<file path="config.mk">
export PLATFORM = sky130hd
export DESIGN_NAME = branch_update_ctrl
export DESIGN_NICKNAME = d
export VERILOG_FILES = /design/src/rtl/bp_pkg.sv /design/src/rtl/bp_update_fifo.sv /design/src/rtl/branch_update_ctrl.sv
export SDC_FILE = /design/constraint.sdc
export NUM_CORES = 1
export LEC_CHECK = 0
export CAP_MARGIN = 10
export CORE_MARGIN = 1
export CORE_UTILIZATION = 53
export DETAILED_ROUTE_END_ITERATION = 8
export PLACE_DENSITY = 0.79
export RECOVER_POWER = 100
export SLEW_MARGIN = 10
export SYNTH_ARGS = -nofsm -noshare
export SYNTH_HDL_FRONTEND = slang
export SYNTH_SLANG_ARGS = --single-unit
</file>
<file path="constraint.sdc">
create_clock -name clk -period 2.75 [get_ports clk]
set_clock_uncertainty 0.2 [all_clocks]
set_input_delay 0.275 -clock clk [delete_from_list [all_inputs] [get_ports clk]]
set_output_delay 0.275 -clock clk [all_outputs]
set_load 0.01 [all_outputs]
</file>
<file path="src/rtl/bp_pkg.sv">
// Shared types and helpers for the branch predictor update path.
package bp_pkg;

   typedef enum logic [1:0] {
      IDLE  = 2'd0,
      READ  = 2'd1,
      WRITE = 2'd2,
      GAP   = 2'd3
   } state_t;

   localparam logic [1:0] SNT = 2'b00;
   localparam logic [1:0] WNT = 2'b01;
   localparam logic [1:0] WT  = 2'b10;
   localparam logic [1:0] ST  = 2'b11;

   localparam int BP_ADDR_W = 32;

   // Layout of one resolved-branch record as it sits in the FIFO (msb first).
   typedef struct packed {
      logic [BP_ADDR_W-1:0] addr;
      logic                 taken;
      logic                 pred;
   } res_rec_t;

   // 2-bit saturating counter step toward the actual outcome.
   function automatic logic [1:0] sat_update(input logic [1:0] cnt, input logic taken);
      logic [1:0] r;
      r = cnt;
      if (taken) begin
         if (cnt != ST) r = cnt + 2'b01;
      end else begin
         if (cnt != SNT) r = cnt - 2'b01;
      end
      return r;
   endfunction

endpackage

</file>
<file path="src/rtl/bp_update_fifo.sv">
// Synchronous FIFO with wrap bit on each pointer to tell full from empty.
module bp_update_fifo #(
   parameter int DEPTH = 4,
   parameter int WIDTH = 34
) (
   input  logic             clk,
   input  logic             rst_n,
   input  logic             push,
   input  logic [WIDTH-1:0] wr_data,
   input  logic             pop,
   output logic [WIDTH-1:0] rd_data,
   output logic             full,
   output logic             empty
);

   localparam int AW = $clog2(DEPTH);
   localparam logic [AW:0] PTR_ONE = {{AW{1'b0}}, 1'b1};

   logic [WIDTH-1:0] mem [DEPTH];
   logic [AW:0]      wr_ptr;
   logic [AW:0]      rd_ptr;
   logic             do_push;
   logic             do_pop;

   assign do_push = push && !full;
   assign do_pop  = pop && !empty;
   assign empty   = (wr_ptr == rd_ptr);
   assign full    = (wr_ptr[AW] != rd_ptr[AW]) && (wr_ptr[AW-1:0] == rd_ptr[AW-1:0]);
   assign rd_data = mem[rd_ptr[AW-1:0]];

   // Pointer advance; reset empties the FIFO and discards contents.
   always_ff @(posedge clk or negedge rst_n) begin
      if (!rst_n) begin
         wr_ptr <= '0;
         rd_ptr <= '0;
      end else begin
         if (do_push) wr_ptr <= wr_ptr + PTR_ONE;
         if (do_pop)  rd_ptr <= rd_ptr + PTR_ONE;
      end
   end

   // Storage write; contents are don't-care until a push makes them valid.
   always_ff @(posedge clk) begin
      if (do_push) mem[wr_ptr[AW-1:0]] <= wr_data;
   end

endmodule

</file>
<file path="src/rtl/branch_update_ctrl.sv">
// Read-modify-write sequencer for the branch predictor's 2-bit counters.
//
// state | meaning
// IDLE  | nothing in flight; pop the next record when the FIFO has one
// READ  | bp_rd_addr = cur_addr; new counter value captured at cycle end
// WRITE | bp_wr_en high for this single cycle
// GAP   | bp_wr_en low so every write gets its own rising edge; may pop next
module branch_update_ctrl
   import bp_pkg::*;
#(
   parameter int ADDR_W     = 32,
   parameter int FIFO_DEPTH = 4,
   parameter int CNT_W      = 16
) (
   input  logic              clk,
   input  logic              rst_n,
   input  logic              res_valid,
   output logic              res_ready,
   input  logic [ADDR_W-1:0] res_addr,
   input  logic              res_taken,
   input  logic              res_pred,
   output logic [ADDR_W-1:0] bp_rd_addr,
   input  logic [1:0]        bp_rd_data,
   output logic              bp_wr_en,
   output logic [ADDR_W-1:0] bp_wr_addr,
   output logic [1:0]        bp_wr_data,
   output logic              busy,
   output logic [CNT_W-1:0]  mispred_cnt
);

   localparam int REC_W = ADDR_W + 2;
   localparam logic [CNT_W-1:0] CNT_ONE = {{(CNT_W-1){1'b0}}, 1'b1};

   state_t            state;
   state_t            state_nxt;
   logic              pop;
   logic              fifo_full;
   logic              fifo_empty;
   logic [REC_W-1:0]  fifo_rd;
   logic [ADDR_W-1:0] cur_addr;
   logic              cur_taken;
   logic [1:0]        cur_cnt;
   logic              wr_en_q;

   bp_update_fifo #(
      .DEPTH (FIFO_DEPTH),
      .WIDTH (REC_W)
   ) u_fifo (
      .clk     (clk),
      .rst_n   (rst_n),
      .push    (res_valid),
      .wr_data ({res_addr, res_taken, res_pred}),
      .pop     (pop),
      .rd_data (fifo_rd),
      .full    (fifo_full),
      .empty   (fifo_empty)
   );

   assign res_ready   = !fifo_full;
   assign busy        = (state != IDLE) || !fifo_empty;
   assign bp_rd_addr  = cur_addr;
   assign bp_wr_addr  = cur_addr;
   assign bp_wr_data  = cur_cnt;
   assign bp_wr_en    = wr_en_q;

   // Next-state and pop decode.
   always_comb begin
      state_nxt = state;
      pop       = 1'b0;
      case (state)
         IDLE: begin
            if (!fifo_empty) begin
               pop       = 1'b1;
               state_nxt = READ;
            end
         end
         READ:  state_nxt = WRITE;
         WRITE: state_nxt = GAP;
         GAP: begin
            if (!fifo_empty) begin
               pop       = 1'b1;
               state_nxt = READ;
            end else begin
               state_nxt = IDLE;
            end
         end
         default: state_nxt = IDLE;
      endcase
   end

   // State register.
   always_ff @(posedge clk or negedge rst_n) begin
      if (!rst_n) state <= IDLE;
      else        state <= state_nxt;
   end

   // Current record, updated counter, write strobe and mispredict count.
   always_ff @(posedge clk or negedge rst_n) begin
      if (!rst_n) begin
         cur_addr    <= '0;
         cur_taken   <= 1'b0;
         cur_cnt     <= SNT;
         wr_en_q     <= 1'b0;
         mispred_cnt <= '0;
      end else begin
         wr_en_q <= (state == READ);
         if (pop) begin
            cur_addr  <= fifo_rd[REC_W-1:2];
            cur_taken <= fifo_rd[1];
            if ((fifo_rd[1] != fifo_rd[0]) && (mispred_cnt != '1))
               mispred_cnt <= mispred_cnt + CNT_ONE;
         end
         // The saturated value is captured with the read so the write
         // outputs come straight from flops.
         if (state == READ) cur_cnt <= sat_update(bp_rd_data, cur_taken);
      end
   end

endmodule

</file>
# After elaboration in Yosys (flattened, before gate mapping)
# Memories as Yosys holds them, arrays and structs flattened.
# Cells that the tools add are included.
[word_totals] mem_bits_rw=136 word_cells=46 input_bits=39 latchBits=0 mem_bits_ro=0 n_memories=1 output_inout_bits=85 ff_bits=60
[mem_list] memory="u_fifo.mem" depth=4 word_bits=34 rd=1 rd_clocked_by_memory_dff=0 wr=1 line="bp_update_fifo.sv:19" rtl="logic [WIDTH-1:0] mem [DEPTH];"
[op_classes] add_sub_neg=5 eq_ne=10 div_mod_pow=0 n_mul=0 muxes=10 order_cmp=0 n_shift=0 reduce_logical=12 bitwise_logic=0
[ops] cell="$add 16x1->16 const B" count=1
[ops] cell="$ne 16x16->1 const B" count=1
[ops] cell="$mux 2" count=4
[ops] cell="$pmux 2 s4" count=1
[ops] cell="$add 3x1->3 const B" count=2
[ops] cell="$mux 1" count=5
[ops] cell="$eq 2x2->1 const B" count=2
[ops] cell="$logic_and 1x1->1" count=4
[ops] cell="$ne 2x2->1 const B" count=2
[ops] cell="$reduce_bool 2->1" count=2
[ops] cell="$eq 3x3->1" count=1
[ops] cell="$add 2x1->2 const B" count=1
[ops] cell="$eq 2x1->1 const B" count=1
[ops] cell="$eq 2x2->1" count=1
[ops] cell="$logic_not 1->1" count=2
[ops] cell="$logic_not 2->1" count=1
[ops] cell="$ne 1x1->1" count=2
[ops] cell="$reduce_and 2->1" count=1
[ops] cell="$reduce_or 2->1" count=1
[ops] cell="$sub 2x1->2 const B" count=1
[ops] cell="$logic_or 1x1->1" count=1

# Longest topological paths before layout
# Gate-level depths: netlist of run 1.
[depth] ltp_word=6 mapped_depth=7 ltp_nobuf=6

# By module
# A second synthesis of run 1 with hierarchy kept.
[hier_totals] cells_unflattened=431 hier_area_um2=7982.7
[modules_own_cells] module="bp_update_fifo" cells_per_inst=229 seq_area_each_um2=4234.1 n_inst=1 area_each_um2=5407.7
[modules_own_cells] module="branch_update_ctrl" cells_per_inst=202 seq_area_each_um2=1351.3 n_inst=1 area_each_um2=2575.0

# Least setup slack after synthesis of run 1
# Ideal clock, no wire load.
[synth_timing] kind="flip-flop to flip-flop" from="register u_fifo.rd_ptr[1]" to="memory u_fifo.mem[3][0], enable pin" period_less_slack_ps=2439 slack_ps=311 path_buffers=1 arrival_time_ps=1843 setup_time_ps=396 required_ps=2154 path_stages_with_launch=5 path_cell_list="dfrtp_1 buf_2 xnor2_1 nand3b_1 and3_1"
[synth_between] elab_chain_len=6
[synth_lines] item="start, declared" line="bp_update_fifo.sv:21" rtl="logic [AW:0] rd_ptr;"
[synth_lines] item="start signal, assigned" line="bp_update_fifo.sv:38" rtl="if (do_pop) rd_ptr <= rd_ptr + PTR_ONE;"
[synth_lines] item="$eq 2x2->1" line="bp_update_fifo.sv:28" rtl="assign full = (wr_ptr[AW] != rd_ptr[AW]) && (wr_ptr[AW-1:0] == rd_ptr[AW-1:0]);"
[synth_lines] item="$logic_and 1x1->1" line="bp_update_fifo.sv:28"
[synth_lines] item="$logic_not 1->1"
[synth_lines] item="via res_ready" line="branch_update_ctrl.sv:18" rtl="output logic res_ready,"
[synth_lines] item="$logic_and 1x1->1" line="bp_update_fifo.sv:25" rtl="assign do_push = push && !full;"
[synth_lines] item="$mux 1" line="bp_update_fifo.sv:44" rtl="if (do_push) mem[wr_ptr[AW-1:0]] <= wr_data;"
[synth_lines] item="$mux 1 (implied by the code)" line="bp_update_fifo.sv:44"
[synth_lines] item="end, declared" line="bp_update_fifo.sv:19"
# The timed path passes the listed nets, and every way through them passes these cells.

# Worst setup path after layout of run 1
[layout_timing] from="register u_fifo.wr_ptr[1]" to="output busy"
[layout_between] elab_chain_len=3
[layout_lines] item="start, declared" line="bp_update_fifo.sv:20" rtl="logic [AW:0] wr_ptr;"
[layout_lines] item="start signal, assigned" line="bp_update_fifo.sv:37" rtl="if (do_push) wr_ptr <= wr_ptr + PTR_ONE;"
[layout_lines] item="$eq 3x3->1" line="bp_update_fifo.sv:27" rtl="assign empty = (wr_ptr == rd_ptr);"
[layout_lines] item="$logic_not 1->1" line="branch_update_ctrl.sv:60" rtl="assign busy = (state != IDLE) || !fifo_empty;"
[layout_lines] item="$logic_or 1x1->1" line="branch_update_ctrl.sv:60"
[layout_lines] item="end, declared" line="branch_update_ctrl.sv:27" rtl="output logic busy,"
# Every way passes these cells.

==> impl_metrics.tcl, run 1 <==
set metrics [dict create \
    yosysUniqueCellTypes 29 \
    yosysTopAreaCell "edfxtp_1" \
    post-cts-setup-buffers 0 \
    ff_latch_area_sq_um 5590 \
    antenna_found_initial 3 \
    end_kind "output port" \
    cp.arrival_ps 2140 \
    grt_pass1_wl_um 21600 \
    synth_edf_count 136 \
    critical_path_class "register to output port" \
    dieWidth_um 123 \
    drcViolationCount 0 \
    power_density_nw_per_um2 1190 \
    crit_path_top_delay_cell "clkdlybuf4s50_1" \
    synth_adder_area_share_pct 1.88 \
    ys_ff_latch 196 \
    yosysMostFrequentCell "edfxtp_1" \
    clock_path_buffers 2 \
    crit_required_ps 2280 \
    synth.net_count 450 \
    cts-buffers-inserted 17 \
    synth_flop_cell "edfxtp_1" \
    core-area_sq_um 14000 \
    htreeDepth 4 \
    syn_inst 401 \
    grt_max_degree 36 \
    ys_seq_area_share_pct 72.2 \
    pre_cts_slack_ps 232 \
    ir_worst_vdd_mv 0.589 \
    grt.overflow.total 0 \
    die_h_um 123 \
    yosys_warnings 0 \
    vias 3884 \
    start_util_pct 55.1 \
    grt_util_all_layers_pct 19.9 \
    clk_latency_ps 420 \
    fmax_ghz 0.383 \
    drv_cap 1 \
    io_pins 124 \
    worst-path-max-fanout 5 \
    worstMarginPinSlew_ps 1810 \
    slew_viol_final 31 \
    synth_mux_area_share_pct 15.3 \
    setup_viol 0 \
    wl_um 13600 \
    max_stage_delay_ps 560 \
    fillers 918 \
    synthArstFlopShare_pct 30.6 \
    port_buffers 123 \
    power.leakage_nw 3.51 \
    yosys.area.top_type_share_pct 52.8 \
    crit_chain "xnor2_1 > nand4_1 > clkdlybuf4s50_1" \
    synthXorXnorAreaFrac_pct 2.70 \
    run_status "finished with violations" \
    synth_area_sq_um 7730 \
    finalCriticalPeriod_ps 2610 \
    grt_pass1_vias 4113 \
    hp-class "register to register" \
    slew_headroom_pct -20.9 \
    ant_nets 0 \
    dieArea_sq_um 15100 \
    drt_iter0_drc 232 \
    ys_top_cells_by_area "edfxtp_1 53%, dfrtp_1 19%, mux4_2 9.9%, mux2_2 5.4%, buf_4 3.2%" \
    clock_sinks 196 \
    cts_tree "built" \
    layout-drive-gt1-share_pct 22.1 \
    setup_tns_ps 0 \
    critical_path_buf_inv_count 1 \
    synth_compound_area_share_pct 0.534 \
    finalCritPeriodShare_pct 95.0 \
    gp_congestion 0.759 \
    wire_per_inst_um 19.3 \
    rows 43 \
    violations "max-capacitance violations, max-slew violations" \
    root_buffer "clkbuf_16" \
    hpwl_um 8630 \
    path_delay_family "buffers and inverters" \
    multiInputGateArea_sq_um 1830 \
    timing.final.ws_setup_ps 138 \
    avgSynthCellArea_sq_um 19.3 \
    path_clk_slew_ps 60 \
    netlist_top_cells_count "136 x edfxtp_1, 60 x dfrtp_1, 37 x mux2_2, 34 x mux4_2, 33 x buf_4" \
    synth-simple-area-share_pct 3.06 \
    fin_nets 556 \
    drt_pass1_iterations 4 \
    synth_top_family_by_area "multiplexers" \
    critPathLaunchType "register" \
    finalHoldViolations 0 \
    vias_per_cell 5.52 \
    syn_to_final_growth_pct 23.9 \
    rsz0062_at_grt "no" \
]
==> per-stage QoR <==
step	hold WS, ps	cells	utilization [%]	power, mW	cell area (sq um)
floorplan	-221	401	-	7.58	7730
global placement	173	667	63.8	8.97	8960
finish	301	703	68.2	11.4	9580
global route	309	701	68.2	12.0	9580
detailed placement	180	667	63.8	9.15	8960
CTS	275	700	68.3	11.8	9590
==> placed cells by master, fill, tap and decap left out, types with 10 or more instances in the layout <==
master and instances:
clkbuf_16 17, dfrtp_1 58, dlygate4sd3_1 118, edfxtp_1 136, ha_1 10, mux2_2 36
mux4_2 34, nand2_1 10, xnor2_1 14
==> path summary, 6_finish.rpt <==
check,start,endpoint,slack [ps],cells after the start
setup reg to reg,u_fifo.wr_ptr[2],u_fifo.mem[2][10],230,3
min in group asynchronous,rst_n,bp_rd_addr[1],680,2
setup / recovery,u_fifo.wr_ptr[1],busy,140,3
hold reg to reg,u_fifo.rd_ptr[2],u_fifo.rd_ptr[2],300,1
max in group asynchronous,rst_n,u_fifo.rd_ptr[0],470,2
hold / removal,u_fifo.rd_ptr[2],u_fifo.rd_ptr[2],300,1
==> cell families (layout without fill, tap and decap cells) <==
logic type,after synthesis,in the layout
flops,196,196
mux,71,71
buf+inv,50,169
simple gates,43,43
xor+xnor,23,23
fa+ha+maj,12,12
compound gates,6,6
other cells,0,3
==> layout make-up <==
type                    count  share of cell area (%)
flip-flops and latches    196                    58.3
multi-input cells         155                    19.1
repair buffers            132                    13.5
clock buffers              22                    4.84
well taps                 180                    2.35
clock inverters            10                    1.62
inverters                   5                   0.196
diodes                      3                  0.0783
==> report_power, final <==
group	switching (mW)	internal, mW	total (mW)
clock	1.01	1.56	2.57
sequential	0.435	4.11	4.54
combinational	2.00	2.25	4.25
==> layer usage <==
metal | track usage (%) | up-vias | share of wire, %
li1 | - | 1725 | -
met1 | 24.3 | 2026 | 41
met2 | 34.0 | 120 | 53
met3 | 5.07 | 13 | 5.0
met4 | 7.77 | 0 | 1.3
met5 | 0 | - | 0
==> sequential cells by signal (all words and copies together), names as in the netlist <==
| register | count |
|---|---|
| u_fifo.rd_ptr | 3 |
| u_fifo.mem | 136 |
| u_fifo.wr_ptr | 3 |
| state | 2 |
| bp_rd_addr | 32 |
| cur_taken | 1 |
| bp_wr_en | 1 |
| bp_wr_data | 2 |
| mispred_cnt | 16 |
==> repair_timing <==
| action | in CTS | in global routing |
|---|---|---|
| hold buffers | 1 | 0 |
| hold endpoints to repair | 29 | 0 |
| resized for setup | 0 | 1 |
| setup endpoints to repair | 0 | 1 |
Note: power is estimated with default switching activity, not from simulation.
==> run 2, diff against run 1 <==
- CORE_UTILIZATION: 53 -> 25
- PLACE_DENSITY: 0.79 -> unset
- SYNTH_HIERARCHICAL: unset -> 1
==> run 2 against run 1 <==
Net effect:
- the flow still finishes with violations (max-capacitance violations, max-slew violations)
- clock-buffer cell count down 4
- via count up 5.4%
- total power up 1.5%
- hold slack better by 10 ps
- area after synthesis up 3.2%
- sequential cell count unchanged
- synthesized cell count up 7.5%
- combinational power up 8.9%
- setup slack better by 43 ps
- first-iteration DRC count down 35%
- sequential share of layout area down 3.3 points
==> impl_metrics.tcl, run 2 <==
set metrics [dict create \
    setup_viol 0 \
    worstMarginPinSlew_ps 1530 \
    total_switching_power_mw 3.82 \
    combPwrFrac_pct 40.1 \
    clock_sinks 196 \
    end_kind "register" \
    hp-class "register to register" \
    layout_commonest_cell "edfxtp_1" \
    drt_pass1_iterations 4 \
    largest_register_ffs 136 \
    ant_nets 0 \
    critPathLaunchType "register" \
    fillers 3026 \
    yosysUniqueCellTypes 42 \
    synth_edf_count 136 \
    pwr-share-clk_pct 21.3 \
    vias 4094 \
    crit_required_ps 2870 \
    synth.net_count 480 \
    synth_compound_area_share_pct 1.55 \
    drv_cap 1 \
    timing.final.ws_setup_ps 182 \
    layout-drive-gt1-share_pct 24.2 \
    critical_path_class "register to register" \
    clk_latency_ps 430 \
    yosysMostFrequentCell "edfxtp_1" \
    run_status "finished with violations" \
    cts-buffers-inserted 17 \
    drt_iter0_drc 150 \
    fmax_ghz 0.389 \
    path_clk_slew_ps 80 \
    core-area_sq_um 31500 \
    vias_per_cell 4.19 \
    gp_congestion 0.743 \
    synth_flop_cell "edfxtp_1" \
    yosys.area.top_type_share_pct 51.2 \
    finalCritPeriodShare_pct 93.4 \
    power_density_nw_per_um2 1140 \
    synthArstFlopShare_pct 30.6 \
    rsz0062_at_grt "no" \
    finalCriticalPeriod_ps 2570 \
    power.leakage_nw 3.68 \
    htreeDepth 4 \
    stdcell_count 976 \
    wire_per_inst_um 16.7 \
    cp.arrival_ps 2690 \
    hpwl_um 9930 \
    cts_tree "built" \
    die_h_um 181 \
    grt.overflow.total 0 \
    synth_mux_area_share_pct 15.1 \
    port_buffers 123 \
    slew_headroom_pct -1.78 \
    start_util_pct 25.4 \
    dieArea_sq_um 32600 \
    root_buffer "clkbuf_16" \
    avgSynthCellArea_sq_um 18.5 \
    p_seq_share_pct 38.5 \
    clock_path_buffers 2 \
    antenna_found_initial 4 \
    drcViolationCount 0 \
    dieWidth_um 181 \
    netlist_top_cells_count "136 x edfxtp_1, 60 x dfrtp_1, 38 x mux2_2, 35 x buf_4, 34 x mux4_2" \
    grt_pass1_wl_um 25800 \
    ys_seq_area_share_pct 70.0 \
    final_core_util_pct 32.3 \
    wl_um 16300 \
    mostFrequentLayoutCells "136 x edfxtp_1, 118 x dlygate4sd3_1, 58 x dfrtp_1, 39 x mux2_2, 34 x mux4_2" \
    rrSetupSlack_ps 180 \
    dp_cells 936 \
    pre_cts_slack_ps -121 \
    grt_pass1_vias 4285 \
    yosysTopAreaCell "edfxtp_1" \
    rows 65 \
    grt_util_all_layers_pct 10.6 \
    violations "max-capacitance violations, max-slew violations" \
    internal_power_mw 7.71 \
    ir_worst_vdd_mv 0.406 \
    grt_max_degree 56 \
    ys_top_cells_by_area "edfxtp_1 51%, dfrtp_1 19%, mux4_2 9.6%, mux2_2 5.4%, buf_4 3.3%" \
    synth_adder_area_share_pct 1.82 \
    synthXorXnorAreaFrac_pct 2.48 \
    syn_inst 431 \
    yosys_warnings 6 \
    synth_top_family_by_area "multiplexers" \
    synth_area_sq_um 7980 \
    slew_viol_final 56 \
    io_pins 124 \
    fin_nets 607 \
    syn_to_final_growth_pct 27.2 \
    finalHoldViolations 0 \
    p_sw_share_pct 33.1 \
    ys_ff_latch 196 \
    synth-simple-area-share_pct 4.51 \
    worst-path-max-fanout 12 \
]
run 2: final timing paths:
| path | endpoint | cells past startpoint | from |
|---|---|---|---|
| worst max register to register | bp_rd_addr[21] | 6 | u_fifo/rd_ptr[0] |
| min in group asynchronous | mispred_cnt[12] | 2 | rst_n |
| worst min-delay path | bp_wr_data[0] | 1 | bp_wr_data[0] |
| worst max-delay path | bp_rd_addr[21] | 6 | u_fifo/rd_ptr[0] |
| worst min register to register | bp_wr_data[0] | 1 | bp_wr_data[0] |
| max in group asynchronous | u_fifo/rd_ptr[0] | 2 | rst_n |
run 2: metrics by stage:
step / hold WS (ps) / setup TNS (ps) / area [sq um] / total power [mW]
final: 311 / 0 / 10200 / 11.5
after global routing: 327 / 0 / 10100 / 12.3
after CTS: 246 / 0 / 10200 / 12.1
after detailed placement: 227 / -242 / 9630 / 9.52
after global placement: 228 / -143 / 9630 / 9.45
after floorplan: -221 / 0 / 7980 / 7.62
run 2: timing repair:
action                                 CTS  global route
setup buffers                            0             3
cloned                                   1             0
pin swaps                                1             1
setup endpoints to repair                3             2
hold buffers                             1             0
resized for setup                        0             2
endpoints found under the hold margin   54             0
run 2: final cells by class:
| class | instances | area (sq um) | area share (%) |
|---|---|---|---|
| Inverter | 11 | 41.3 | 0.407 |
| Tap cell | 402 | 503 | 4.95 |
| Timing Repair Buffer | 151 | 1400 | 13.8 |
| Multi-Input combinational cell | 181 | 2010 | 19.8 |
| Sequential cell | 196 | 5590 | 55.1 |
| Antenna cell | 3 | 7.51 | 0.0739 |
| Clock buffer | 18 | 439 | 4.33 |
| Clock inverter | 14 | 159 | 1.57 |
run 2: layer usage:
metal	wire length [um]	track usage, %
met3	660	2.88
met4	165	3.08
met2	7780	17.0
met1	7700	14.1
met5	0	0
run 2: power by group through the flow:
stage,Clock [mW],Combinational [mW],Sequential [mW]
2_1_floorplan,0,3.04,4.58
3_3_place_gp,0,4.92,4.53
3_5_place_dp,0,4.96,4.55
4_1_cts,2.55,5.10,4.50
5_1_grt,2.66,5.06,4.56
6_report,2.46,4.63,4.44
run 2: kinds of logic (layout without fill, tap and decap cells):
kind of cell               after synthesis  after routing
buffers and inverters                   55            194
muxes                                   73             73
adders and majority gates               12             12
other                                    0              3
and+or+nand+nor                         59             60
AOI/OAI and AO/OA                       16             16
xor gates and xnor gates                20             20
DFF                                    196            196
run 2: critical path, stage by stage, from the launching register on:
cell and delay (ps):
dfrtp_4 490, xnor2_1 150, and3_1 250, nor2_1 280, clkbuf_1 420, buf_4 310
mux2_2 360
==> run 3, diff against run 2 <==
- clock period: 2.75 -> 2.5 ns (I/O delays scaled with it)
==> run 3 against run 2 <==
Net effect:
- sequential share of layout area decreased by 0.48 points
- register-to-register slack gained 20 ps
- the flow now finishes without violations
- core utilization grew 0.28 points
- via count shrank 0.20%
- wire length shrank 4.1%
- sequential power increased by 12%
- hold slack better by 6.9 ps
- global-route usage fell by 0.54 points
- non-clock buffer count shrank 5
- first-iteration DRC count rose by 45%
- critical path type is now register to output port
- sequential cell count did not move
==> impl_metrics.tcl, run 3 (same netlist as run 2, synthesis figures left out) <==
set metrics [dict create \
    grt_pass1_vias 4172 \
    fillers 3035 \
    core-area_sq_um 31500 \
    pre_cts_slack_ps 163 \
    drt_pass1_iterations 4 \
    crit_chain "xnor2_2 > buf_6 > nand3_1 > inv_1 > inv_1 > clkdlybuf4s50_1" \
    root_buffer "clkbuf_16" \
    finalCriticalPeriod_ps 2390 \
    dp_cells 932 \
    rows 65 \
    stdcell_count 971 \
    clk_latency_ps 440 \
    grt_pass1_wl_um 24600 \
    finalHoldViolations 0 \
    largest_register_ffs 136 \
    power_density_nw_per_um2 1260 \
    ant_nets 0 \
    pwr-share-clk_pct 21.5 \
    fin_area_sq_um 10200 \
    final_core_util_pct 32.5 \
    drt_iter0_drc 217 \
    drv_cap 0 \
    gp_congestion 0.744 \
    finalCritPeriodShare_pct 95.5 \
    layout_commonest_cell "edfxtp_1" \
    syn_to_final_growth_pct 28.3 \
    ir_worst_vdd_mv 0.609 \
    combPwrFrac_pct 40.0 \
    wl_um 15600 \
    grt_max_degree 47 \
    dieArea_sq_um 32600 \
    hp-class "register to register" \
    timing.final.ws_setup_ps 112 \
    fin_nets 601 \
    max_stage_delay_ps 520 \
    worst-path-max-fanout 7 \
    grt_util_all_layers_pct 10.1 \
    drcViolationCount 0 \
    vias 4086 \
    mostFrequentLayoutCells "136 x edfxtp_1, 87 x clkdlybuf4s50_1, 58 x dfrtp_1, 38 x mux2_2, 35 x dlygate4sd3_1" \
    antenna_found_initial 5 \
    cts_tree "built" \
    cp.arrival_ps 1940 \
    die_h_um 181 \
    run_status "finished, final reports clean" \
    layout-drive-gt1-share_pct 25.3 \
    slew_viol_final 0 \
    holdWs_ps 318 \
    critPathLaunchType "register" \
    clock_path_buffers 2 \
    path_clk_slew_ps 80 \
    htreeDepth 4 \
    total_switching_power_mw 4.11 \
    p_seq_share_pct 38.4 \
    post_dp_cell_area_sq_um 9600 \
    crit_required_ps 2050 \
    io_pins 124 \
    cts-buffers-inserted 17 \
    wire_per_inst_um 16.1 \
    slew_headroom_pct 6.91 \
    grt.overflow.total 0 \
    port_buffers 123 \
    setup_viol 0 \
    worstMarginPinSlew_ps 1400 \
    internal_power_mw 8.81 \
    cp_common_cell "inv_1" \
    p_sw_share_pct 31.8 \
    hpwl_um 9960 \
    end_kind "output port" \
    vias_per_cell 4.21 \
    start_util_pct 25.4 \
    crit_path_top_delay_cell "dfrtp_4" \
    dieWidth_um 181 \
    power.leakage_nw 3.63 \
    fmax_ghz 0.419 \
    clock_sinks 196 \
    critical_path_class "register to output port" \
]
[run 3: cell type report]
type                    instances  area, sq um  area share [%]
clock inverters                15          190            1.86
inverters                      11         41.3           0.403
well taps                     402          503            4.91
multi-input cells             180         2050            20.0
repair buffers                146         1430            14.0
clock buffers                  17          425            4.15
flip-flops and latches        196         5590            54.6
diodes                          4         10.0          0.0977
[run 3: power by group through the flow]
stage	sequential (mW)	clock [mW]	combinational (mW)
after floorplan	5.04	0	3.34
after global placement	5.03	0	5.21
after detailed placement	5.05	0	5.26
after CTS	4.99	2.88	5.28
after global routing	5.08	2.99	5.62
final	4.97	2.78	5.17
[run 3: per-layer routing]
| layer | global-route usage (%) | up-vias | share of wire (%) |
|---|---|---|---|
| li1 | - | 1867 | - |
| met5 | 0 | - | 0 |
| met1 | 13.0 | 2102 | 46 |
| met4 | 2.77 | 0 | 1.2 |
| met3 | 2.86 | 13 | 4.7 |
| met2 | 16.4 | 104 | 48 |
[run 3: what timing repair did]
item	CTS	global route
endpoints found under the hold margin	44	0
buffers inserted	0	2
setup endpoints to repair	1	3
gates resized for setup	2	2
pin swaps	0	1
cloned	0	0
hold buffers	1	0
[run 3: metrics by stage]
| stage | power (mW) | setup TNS (ps) |
|---|---|---|
| 2_1_floorplan | 8.38 | 0 |
| 3_5_place_dp | 10.3 | 0 |
| 4_1_cts | 13.1 | 0 |
| 3_3_place_gp | 10.2 | 0 |
| 5_1_grt | 13.7 | -2.32 |
| 6_report | 12.9 | 0 |
[run 3: worst max-delay path: cells and delay by family, from the launching register on]
family                    cells  cell delay (ps)
xor gates and xnor gates      1              160
buffers and inverters         4              750
and+or+nand+nor               1               70
DFF                           1              520
[run 3: worst paths after layout]
path / to / start / slack [ps] / cells after the start
worst max-delay path: res_ready / u_fifo/rd_ptr[0] / 110 / 6
worst min-delay path: bp_wr_data[0] / bp_wr_data[0] / 320 / 1
worst max register to register: mispred_cnt[13] / u_fifo/rd_ptr[0] / 200 / 6
worst min register to register: bp_wr_data[0] / bp_wr_data[0] / 320 / 1
max in group asynchronous: bp_rd_addr[29] / rst_n / 570 / 3
min in group asynchronous: mispred_cnt[14] / rst_n / 490 / 2
